<file path="src/rtl/pipe_pkg.sv">
// Shared definitions for pipeline-boundary registers: slot state encoding
// and the default field widths of the ID/EX boundary.
package pipe_pkg;

    localparam logic [1:0] ST_EMPTY = 2'd0;
    localparam logic [1:0] ST_FULL  = 2'd1;
    localparam logic [1:0] ST_SKID  = 2'd2;

    localparam int ID_EX_CTRL_W = 7;
    localparam int ID_EX_DATA_W = 111;
    localparam int ID_EX_CNT_W  = 16;

    // The stage can take a new beat unless the skid slot will be occupied.
    function automatic logic ready_for_state(input logic [1:0] st);
        return (st != ST_SKID);
    endfunction

endpackage

</file>
<file path="src/rtl/pipe_slot.sv">
// One {valid, ctrl, data} storage slot. Clearing kills the beat and zeroes
// ctrl so a bubble is harmless downstream; data is kept as-is.
module pipe_slot
    import pipe_pkg::*;
#(
    parameter int CTRL_W = ID_EX_CTRL_W,
    parameter int DATA_W = ID_EX_DATA_W
) (
    input  logic              clk_i,
    input  logic              rst_i,
    input  logic              load,
    input  logic              clear,
    input  logic [CTRL_W-1:0] ld_ctrl,
    input  logic [DATA_W-1:0] ld_data,
    output logic              valid,
    output logic [CTRL_W-1:0] ctrl,
    output logic [DATA_W-1:0] data
);

    logic              valid_r;
    logic [CTRL_W-1:0] ctrl_r;
    logic [DATA_W-1:0] data_r;

    // Slot storage; clear wins over load.
    always_ff @(posedge clk_i) begin
        if (rst_i) begin
            valid_r <= 1'b0;
            ctrl_r  <= {CTRL_W{1'b0}};
            data_r  <= {DATA_W{1'b0}};
        end else if (clear) begin
            valid_r <= 1'b0;
            ctrl_r  <= {CTRL_W{1'b0}};
        end else if (load) begin
            valid_r <= 1'b1;
            ctrl_r  <= ld_ctrl;
            data_r  <= ld_data;
        end
    end

    assign valid = valid_r;
    assign ctrl  = ctrl_r;
    assign data  = data_r;

endmodule

</file>
<file path="src/rtl/id_ex_pipe_reg.sv">
// ID/EX pipeline register: valid/ready handshake with a one-entry skid
// buffer, bubble-inserting flush and a saturating stall counter.
module id_ex_pipe_reg
    import pipe_pkg::*;
#(
    parameter int CTRL_W = ID_EX_CTRL_W,
    parameter int DATA_W = ID_EX_DATA_W,
    parameter int CNT_W  = ID_EX_CNT_W
) (
    input  logic              clk_i,
    input  logic              rst_i,
    input  logic              in_valid_i,
    output logic              in_ready_o,
    input  logic [CTRL_W-1:0] in_ctrl_i,
    input  logic [DATA_W-1:0] in_data_i,
    input  logic              flush_i,
    output logic              out_valid_o,
    input  logic              out_ready_i,
    output logic [CTRL_W-1:0] out_ctrl_o,
    output logic [DATA_W-1:0] out_data_o,
    output logic [CNT_W-1:0]  stall_cnt_o
);

    localparam logic [CNT_W-1:0] CNT_MAX = {CNT_W{1'b1}};

    logic [1:0]        state_r;
    logic [1:0]        state_nxt_s;
    logic              in_ready_r;
    logic [CNT_W-1:0]  stall_cnt_r;

    logic              in_fire_s;
    logic              main_load_s;
    logic              main_clear_s;
    logic              main_from_skid_s;
    logic              skid_load_s;
    logic              skid_clear_s;

    logic              main_valid_s;
    logic [CTRL_W-1:0] main_ctrl_s;
    logic [DATA_W-1:0] main_data_s;
    logic              skid_valid_s;
    logic [CTRL_W-1:0] skid_ctrl_s;
    logic [DATA_W-1:0] skid_data_s;
    logic [CTRL_W-1:0] main_ld_ctrl_s;
    logic [DATA_W-1:0] main_ld_data_s;

    assign in_fire_s = in_valid_i & in_ready_r;

    // State register.
    always_ff @(posedge clk_i) begin
        if (rst_i) begin
            state_r <= ST_EMPTY;
        end else begin
            state_r <= state_nxt_s;
        end
    end

    // Next state and slot controls; flush overrides every handshake.
    always_comb begin
        state_nxt_s      = state_r;
        main_load_s      = 1'b0;
        main_clear_s     = 1'b0;
        main_from_skid_s = 1'b0;
        skid_load_s      = 1'b0;
        skid_clear_s     = 1'b0;
        if (flush_i) begin
            state_nxt_s  = ST_EMPTY;
            main_clear_s = 1'b1;
            skid_clear_s = 1'b1;
        end else begin
            case (state_r)
                ST_EMPTY: begin
                    if (in_fire_s) begin
                        state_nxt_s = ST_FULL;
                        main_load_s = 1'b1;
                    end else begin
                        state_nxt_s = ST_EMPTY;
                    end
                end
                ST_FULL: begin
                    if (out_ready_i && in_fire_s) begin
                        main_load_s = 1'b1;
                    end else if (out_ready_i) begin
                        state_nxt_s  = ST_EMPTY;
                        main_clear_s = 1'b1;
                    end else if (in_fire_s) begin
                        state_nxt_s = ST_SKID;
                        skid_load_s = 1'b1;
                    end else begin
                        state_nxt_s = ST_FULL;
                    end
                end
                ST_SKID: begin
                    // Order is kept by refilling MAIN from SKID, never from the input.
                    if (out_ready_i) begin
                        state_nxt_s      = ST_FULL;
                        main_load_s      = 1'b1;
                        main_from_skid_s = 1'b1;
                        skid_clear_s     = 1'b1;
                    end else begin
                        state_nxt_s = ST_SKID;
                    end
                end
                default: begin
                    state_nxt_s  = ST_EMPTY;
                    main_clear_s = 1'b1;
                    skid_clear_s = 1'b1;
                end
            endcase
        end
    end

    assign main_ld_ctrl_s = main_from_skid_s ? skid_ctrl_s : in_ctrl_i;
    assign main_ld_data_s = main_from_skid_s ? skid_data_s : in_data_i;

    // Ready is computed from the next state so out_ready_i never reaches in_ready_o combinationally.
    always_ff @(posedge clk_i) begin
        if (rst_i) begin
            in_ready_r <= 1'b1;
        end else begin
            in_ready_r <= ready_for_state(state_nxt_s);
        end
    end

    // Saturating count of cycles where EX holds off a valid beat.
    always_ff @(posedge clk_i) begin
        if (rst_i) begin
            stall_cnt_r <= {CNT_W{1'b0}};
        end else if (main_valid_s && !out_ready_i && (stall_cnt_r != CNT_MAX)) begin
            stall_cnt_r <= stall_cnt_r + CNT_W'(1);
        end
    end

    pipe_slot #(.CTRL_W(CTRL_W), .DATA_W(DATA_W)) u_main (
        .clk_i   (clk_i),
        .rst_i   (rst_i),
        .load    (main_load_s),
        .clear   (main_clear_s),
        .ld_ctrl (main_ld_ctrl_s),
        .ld_data (main_ld_data_s),
        .valid   (main_valid_s),
        .ctrl    (main_ctrl_s),
        .data    (main_data_s)
    );

    pipe_slot #(.CTRL_W(CTRL_W), .DATA_W(DATA_W)) u_skid (
        .clk_i   (clk_i),
        .rst_i   (rst_i),
        .load    (skid_load_s),
        .clear   (skid_clear_s),
        .ld_ctrl (in_ctrl_i),
        .ld_data (in_data_i),
        .valid   (skid_valid_s),
        .ctrl    (skid_ctrl_s),
        .data    (skid_data_s)
    );

    assign in_ready_o  = in_ready_r;
    assign out_valid_o = main_valid_s;
    assign out_ctrl_o  = main_ctrl_s;
    assign out_data_o  = main_data_s;
    assign stall_cnt_o = stall_cnt_r;

endmodule

</file>
<file path="config.mk">
export PLATFORM = sky130hd
export DESIGN_NAME = id_ex_pipe_reg
export DESIGN_NICKNAME = d
export VERILOG_FILES = /design/src/rtl/pipe_pkg.sv /design/src/rtl/pipe_slot.sv /design/src/rtl/id_ex_pipe_reg.sv
export SDC_FILE = /design/constraint.sdc
export NUM_CORES = 1
export LEC_CHECK = 0
export ABC_AREA = 1
export CORE_MARGIN = 5
export CORE_UTILIZATION = 35
export DETAILED_ROUTE_END_ITERATION = 10
export DONT_BUFFER_PORTS = 1
export GPL_ROUTABILITY_DRIVEN = 0
export PLACE_DENSITY = 0.51
export SLEW_MARGIN = 20
export SYNTH_ARGS = -nofsm -noshare
export SYNTH_HDL_FRONTEND = slang
export SYNTH_HIERARCHICAL = 1
export SYNTH_SLANG_ARGS = --single-unit
</file>
<file path="constraint.sdc">
create_clock -name clk_i -period 2 [get_ports clk_i]
set_input_delay 0.4 -clock clk_i [delete_from_list [all_inputs] [get_ports clk_i]]
set_output_delay 0.4 -clock clk_i [all_outputs]
set_load 0.01 [all_outputs]
</file>
==> qor.txt, run 1 <==
grt ovf -> 0
WL/cell -> 16.43 µm
fin crit period -> 1.853 ns
unrepaired setup endpoints after global routing -> true
number of I/O port buffers -> 0
Pleak -> 6.492 nW
Cell Area, Synth -> 0.01245 mm²
antenna-violating nets left -> 0
starting density of the core -> 0.3526
Clk pin slew, worst setup/hold paths -> 0.06 ns
Slew Limit Fails -> 0
PD cells -> 852.3 mW/mm²
Core Area -> 0.03531 mm²
proportion of layout cells with a drive suffix above 1 -> 0.1217
CP dominant cell by count -> nand2_1
CTS tree -> done
Clock H-tree levels -> 1
first drt pass iteration count -> 5
Worst Skew -> 0.007561 ns
Max-Cap Viols -> 0
Root Driver -> clkbuf_16
outcome -> finished clean
vias in the first global route -> 10050
Setup crit end kind -> flip-flop
largest net degree at the start of global routing -> 67
post-DR vias/cell -> 4.696
Synth Warn # -> 6
Die ar. -> 0.03944 mm²
Min-Delay Path Class -> input pin to flip-flop
crit path kind -> flip-flop to flip-flop
Slew @ Worst Pin -> 0.6495 ns
drt total wl -> 37020 µm
crit start category -> flip-flop
Fin. Hold Viols -> 0
Syn-to-layout area delta -> 13.47%
Max VDD drop -> 0.7145 mV
DR vias -> 10580
ant diodes -> 0
hold_ws -> 0.04962 ns
num rows -> 69
period utilisation layout -> 0.9264
initial antenna violation count -> 0
number of CTS-inserted buffers -> 30
Final setup viols -> 0
Die H -> 198.6 µm
crit-path cells -> inv_2 > nor2_2 > nand2_1 > nand2_1 > nand2_1 > inv_4 > inv_2 > nor2_4 > buf_4 > buf_12 > nor2_1 > nor2_1
fin util -> 0.4001
Max Freq -> 539.7 MHz
worst-path fanout max -> 33
final routed DRC violation total -> 0
Chip Width -> 198.6 µm
Critical Path AT -> 2.33 ns
Slew HR -> 0.5670
# nets final -> 1892
worst skew pair latency -> 0.56 ns
Cells after Synth -> 1803
num ports -> 259
dpl hpwl -> 22730 µm
CTS Buffer Depth -> 3
slowest CP cell -> dfxtp_1
total track usage -> 0.1759
Mapped Avg Cell Area -> 6.905 µm²
Crit path required time -> 2.48 ns
first-pass GRT wire length -> 56580 µm
Syn Nets -> 1927
Critical Path Max Stage Delay -> 0.34 ns
TritonCTS Sinks -> 256
Initial DRC Count -> 429
## critical path, delay by kind of cell (launching register included)
kind / cells / cell delay, ns
buf+inv: 5 / 0.63
flops: 1 / 0.34
simple gates: 7 / 0.74
## final cells by class
type / count / area, µm²
clock inverter: 8 / 117.6
fill: 3703 / 21180
multi-input combinational: 1188 / 5861
timing repair buffer: 45 / 590.6
clock buffer: 48 / 919.6
sequential: 256 / 5125
tap: 461 / 576.8
inverter: 247 / 935.9
## worst paths after layout
check                                    start               to  slack, ns  cells after the start
worst min register to register  u_skid/ctrl[4]   u_skid/ctrl[4]       0.46                      2
worst min-delay path             in_data_i[89]  u_skid/data[89]       0.05                      4
worst max register to register      state_r[1]  u_main/data[51]       0.15                     12
worst max-delay path                state_r[1]  u_main/data[51]       0.15                     12
## layer usage
layer | track usage | routed length (µm)
met4 | 0.03799 | 781
met5 | 0.006173 | 0
met3 | 0.06470 | 3164
met2 | 0.2967 | 17110
met1 | 0.2157 | 15970
## registers in the layout, summed over array words and instances (netlist names)
register and cells:
in_ready_o 1, u_skid/data 111, u_main/valid 1, state_r 2, u_main/data 111, stall_cnt_o 16, u_skid/ctrl 7, u_main/ctrl 7
## cell usage in the layout, fill, tap and decap left out, types with 2 or more instances in the layout
master,n
clkinv_2,7
mux2_4,20
xor2_1,4
buf_12,17
nor2_4,2
inv_1,238
nor2_2,2
dlygate4sd3_1,9
nand2_1,312
nand3_1,227
dfxtp_1,256
inv_4,2
clkbuf_16,32
a21oi_1,27
clkbuf_1,9
o21ai_0,8
buf_4,18
bufinv_16,3
nand4_1,6
clkbuf_8,8
inv_2,4
mux2_2,98
xnor2_1,2
nor2_1,474
## what timing repair did
item	4_1_cts	5_1_grt
hold buffers	9	0
buffers inserted	0	3
gates resized for setup	0	0
setup endpoints to repair	0	7
endpoints found under the hold margin	20	0
## where the power goes
group / internal [W] / switching (W) / leakage, nW
clock network: 0.00351 / 0.00217 / 0.508
logic: 0.000377 / 0.000574 / 3.91
registers: 0.00524 / 0.000165 / 2.08
total: 0.00913 / 0.00291 / 6.49
## metrics by stage
step                      TNS [ns]  instance area [µm²]  setup slack (ns)  cells  power (W)
after floorplan                  0                12450            0.3783   1803   0.006206
after global placement           0                12940            0.1743   2183   0.006444
after detailed placement         0                12940            0.1469   2183   0.006452
after CTS                        0                14070            0.1041   2248    0.01227
after global routing      -0.01370                14130          -0.01370   2253    0.01261
final                            0                14130            0.1472   2253    0.01204
(Power assumes the default switching activity.)
==> inputs of run 2 (changes only) <==
--- a/config.mk
+++ b/config.mk
@@ -11,7 +11,7 @@
 export DETAILED_ROUTE_END_ITERATION = 10
 export DONT_BUFFER_PORTS = 1
 export GPL_ROUTABILITY_DRIVEN = 0
-export PLACE_DENSITY = 0.51
+export PLACE_DENSITY = 0.53
 export SLEW_MARGIN = 20
 export SYNTH_ARGS = -nofsm -noshare
 export SYNTH_HDL_FRONTEND = slang
==> constraint.sdc (replaced) <==
create_clock -name clk_i -period 1.55 [get_ports clk_i]
set_input_delay 0.31 -clock clk_i [delete_from_list [all_inputs] [get_ports clk_i]]
set_output_delay 0.31 -clock clk_i [all_outputs]
set_load 0.01 [all_outputs]
==> run 2 against run 1 <==
Net effect:
- the flow now finishes with violations (setup timing)
- final cell count increased by 10%
- sequential share of layout area fell by 8.7 points
- sequential power increased by 29%
- hold slack lost 0.019 ns
- clock skew is 0.0038 ns higher
- first-iteration DRC count up 60%
- critical path depth decreased by 2
- setup slack worse by 0.37 ns
- cell area grew 32%
- maximum frequency up 4.6%
- wire length grew 31%
- critical endpoint is now u_main/ctrl[1]
- largest cell class unchanged
- highest routed layer unchanged
==> qor.txt, run 2 (synthesized netlist as in run 1, its figures left out) <==
number of I/O port buffers -> 0 (unchanged)
outcome -> complete, but fails checks
fin crit period -> 1.771 ns (-0.08205 ns)
total track usage -> 0.2143 (+0.03837)
Hold Path Stages -> 3 (-1)
num ports -> 259 (unchanged)
Slew @ Worst Pin -> 0.6711 ns (+0.02158 ns)
unrepaired setup endpoints after global routing -> true
depth of the worst register-to-register path -> 10 (-2)
Final Worst Setup Slack -> -0.2208 ns (-0.3680 ns)
hold_ws -> 0.03092 ns (-0.01870 ns)
initial antenna violation count -> 0 (unchanged)
dpl hpwl -> 24010 µm (+5.6%)
Max VDD drop -> 0.9543 mV (+34%)
M2 GR Usage -> 0.3580 (+0.06137)
met1 usage -> 0.2798 (+0.06410)
proportion of layout cells with a drive suffix above 1 -> 0.2974 (+0.1758)
# nets final -> 2127 (+12%)
commonest non-fill, non-tap cell in the layout -> nor2_1
DR vias -> 12340 (+17%)
fin util -> 0.5271 (+0.1271)
Worst Skew -> 0.01135 ns (+0.003792 ns)
multi-input logic area -> 0.006984 mm² (+19%)
Clk pin slew, worst setup/hold paths -> 0.06 ns (about the same)
WL/cell -> 19.56 µm (+19%)
ant diodes -> 0 (unchanged)
Core Area -> 0.03531 mm² (unchanged)
Clock H-tree levels -> 1 (unchanged)
Min-Delay Path Class -> input pin to flip-flop
Syn-to-layout area delta -> 49.51%
area taken by flip-flops and latches -> 0.005141 mm² (+0.32%)
antenna-violating nets left -> 0 (unchanged)
Critical Path AT -> 2.21 ns (-0.12 ns)
fill count -> 3299 (-11%)
worst path bufs/invs -> 4 (-1)
number of CTS-inserted buffers -> 31 (+3.3%)
post-DR vias/cell -> 4.965 (+5.7%)
gr busiest metal -> met2
CTS tree -> done
Critical Path Max Stage Delay -> 0.33 ns (about the same)
Max Freq -> 564.7 MHz (+4.6%)
most frequent cells in the layout -> nor2_1, nand2_1, dfxtp_1
vias in the first global route -> 11710 (+17%)
drt total wl -> 48620 µm (+31%)
Initial DRC Count -> 687 (+60%)
slowest CP cell -> dfxtp_2
Pleak -> 8.235 nW (+27%)
crit-path cells -> inv_2 > nor2_4 > nand2_4 > inv_8 > nand2_8 > buf_8 > buf_12 > mux2_4 > nand2_2 > a21oi_2
Crit path required time -> 1.99 ns (-0.49 ns)
Worst path depth -> 10 (-2)
first-pass GRT wire length -> 67760 µm (+20%)
starting density of the core -> 0.3526 (unchanged)
total power draw -> 0.01690 W (+40%)
Setup crit end kind -> flip-flop
Slew HR -> 0.5511 (-0.01586)
Slew Limit Fails -> 0 (unchanged)
Chip Width -> 198.6 µm (unchanged)
CTS Buffer Depth -> 3 (unchanged)
num rows -> 69 (unchanged)
R2R Setup Slk -> -0.22 ns (-0.37 ns)
worst-path fanout max -> 7 (-79%)
Die H -> 198.6 µm (unchanged)
M3 GR Usage -> 0.05115 (-0.01355)
failing checks -> setup timing
end of the worst hold path -> state_r[0]
hold_sp -> in_valid_i
Worst path top cell family by delay -> buffers and inverters
worst skew pair latency -> 0.56 ns (about the same)
TritonCTS Sinks -> 256 (unchanged)
crit start category -> flip-flop
Root Driver -> clkbuf_16
largest net degree at the start of global routing -> 60 (-10%)
first drt pass iteration count -> 6 (+1)
Max-Cap Viols -> 0 (unchanged)
Final setup viols -> 234 (+234)
final routed DRC violation total -> 0 (unchanged)
crit path kind -> flip-flop to flip-flop
Die ar. -> 0.03944 mm² (unchanged)
grt ovf -> 0 (unchanged)
PD cells -> 908.0 mW/mm² (+6.5%)
worst r2r src -> state_r[1]
period utilisation layout -> 1.142 (+0.2160)
Fin. Hold Viols -> 0 (unchanged)
FF-to-FF End -> u_main/ctrl[1]
run 2: cell count changes in the layout (fill, tap and decap cells not counted), moves of 18 or more:
cell,change
nand3_2,+124
buf_12,+24
nor2_4,+20
nor2_1,-39
dlygate4sd3_1,+113
nor2_2,+19
inv_2,+28
nand2_2,+27
nand3_1,-127
clkbuf_16,+18
buf_4,+30
buf_16,+21
nand2_1,-37
inv_1,-31
run 2: where the power goes:
part	total, W	internal, W	switching [W]
clock	0.00786	0.00489	0.00297
sequential	0.00699	0.00677	0.000228
combinational	0.00205	0.000967	0.00108
total	0.0169	0.0126	0.00428
run 2: timing repair:
item / 4_1_cts / 5_1_grt
hold buffers: 121 / 1
resized for setup: 124 / 269
setup endpoints to repair: 236 / 251
setup buffers: 30 / 13
hold endpoints to repair: 132 / 1
cloned: 26 / 25
pin swaps: 32 / 208
run 2: worst max-delay path by stage:
stage | startpoint | to
detailed placement | state_r[1] | u_main/data[59]
global route | state_r[1] | u_main/data[100]
floorplan | state_r[0] | u_main/data[100]
finish | state_r[1] | u_main/ctrl[1]
CTS | state_r[1] | u_skid/ctrl[3]
global placement | state_r[1] | u_main/data[59]
run 2: layer usage:
layer  vias up  wire length, µm
met5         -                0
met2       410            22940
met4         0             1128
li1       5961                -
met1      5891            20700
met3        75             3855
run 2: tightest hold or removal path: cells and delay by family:
kind            cells  cell delay (ns)
compound gates      1             0.06
simple gates        2             0.19
run 2: final cells by class:
| cell class | instances | share of cell area |
|---|---|---|
| timing repair buffer | 278 | 0.2061 |
| sequential | 256 | 0.2762 |
| multi-input combinational | 1188 | 0.3752 |
| inverter | 247 | 0.05210 |
| timing repair inverter | 1 | 0.0004033 |
| tap | 461 | 0.03099 |
| clock buffer | 43 | 0.04894 |
| clock inverter | 11 | 0.01002 |
run 2: per-stage QoR:
step	setup slack, ns	TNS (ns)	cell area [µm²]	std cells
final	-0.2208	-25.50	18610	2485
after global routing	-0.2771	-45.27	18610	2485
after CTS	-0.1293	-16.65	17150	2459
after detailed placement	-0.1572	-19.97	13410	2229
after global placement	-0.1458	-17.28	13410	2229
after floorplan	0.005202	0	12460	1803
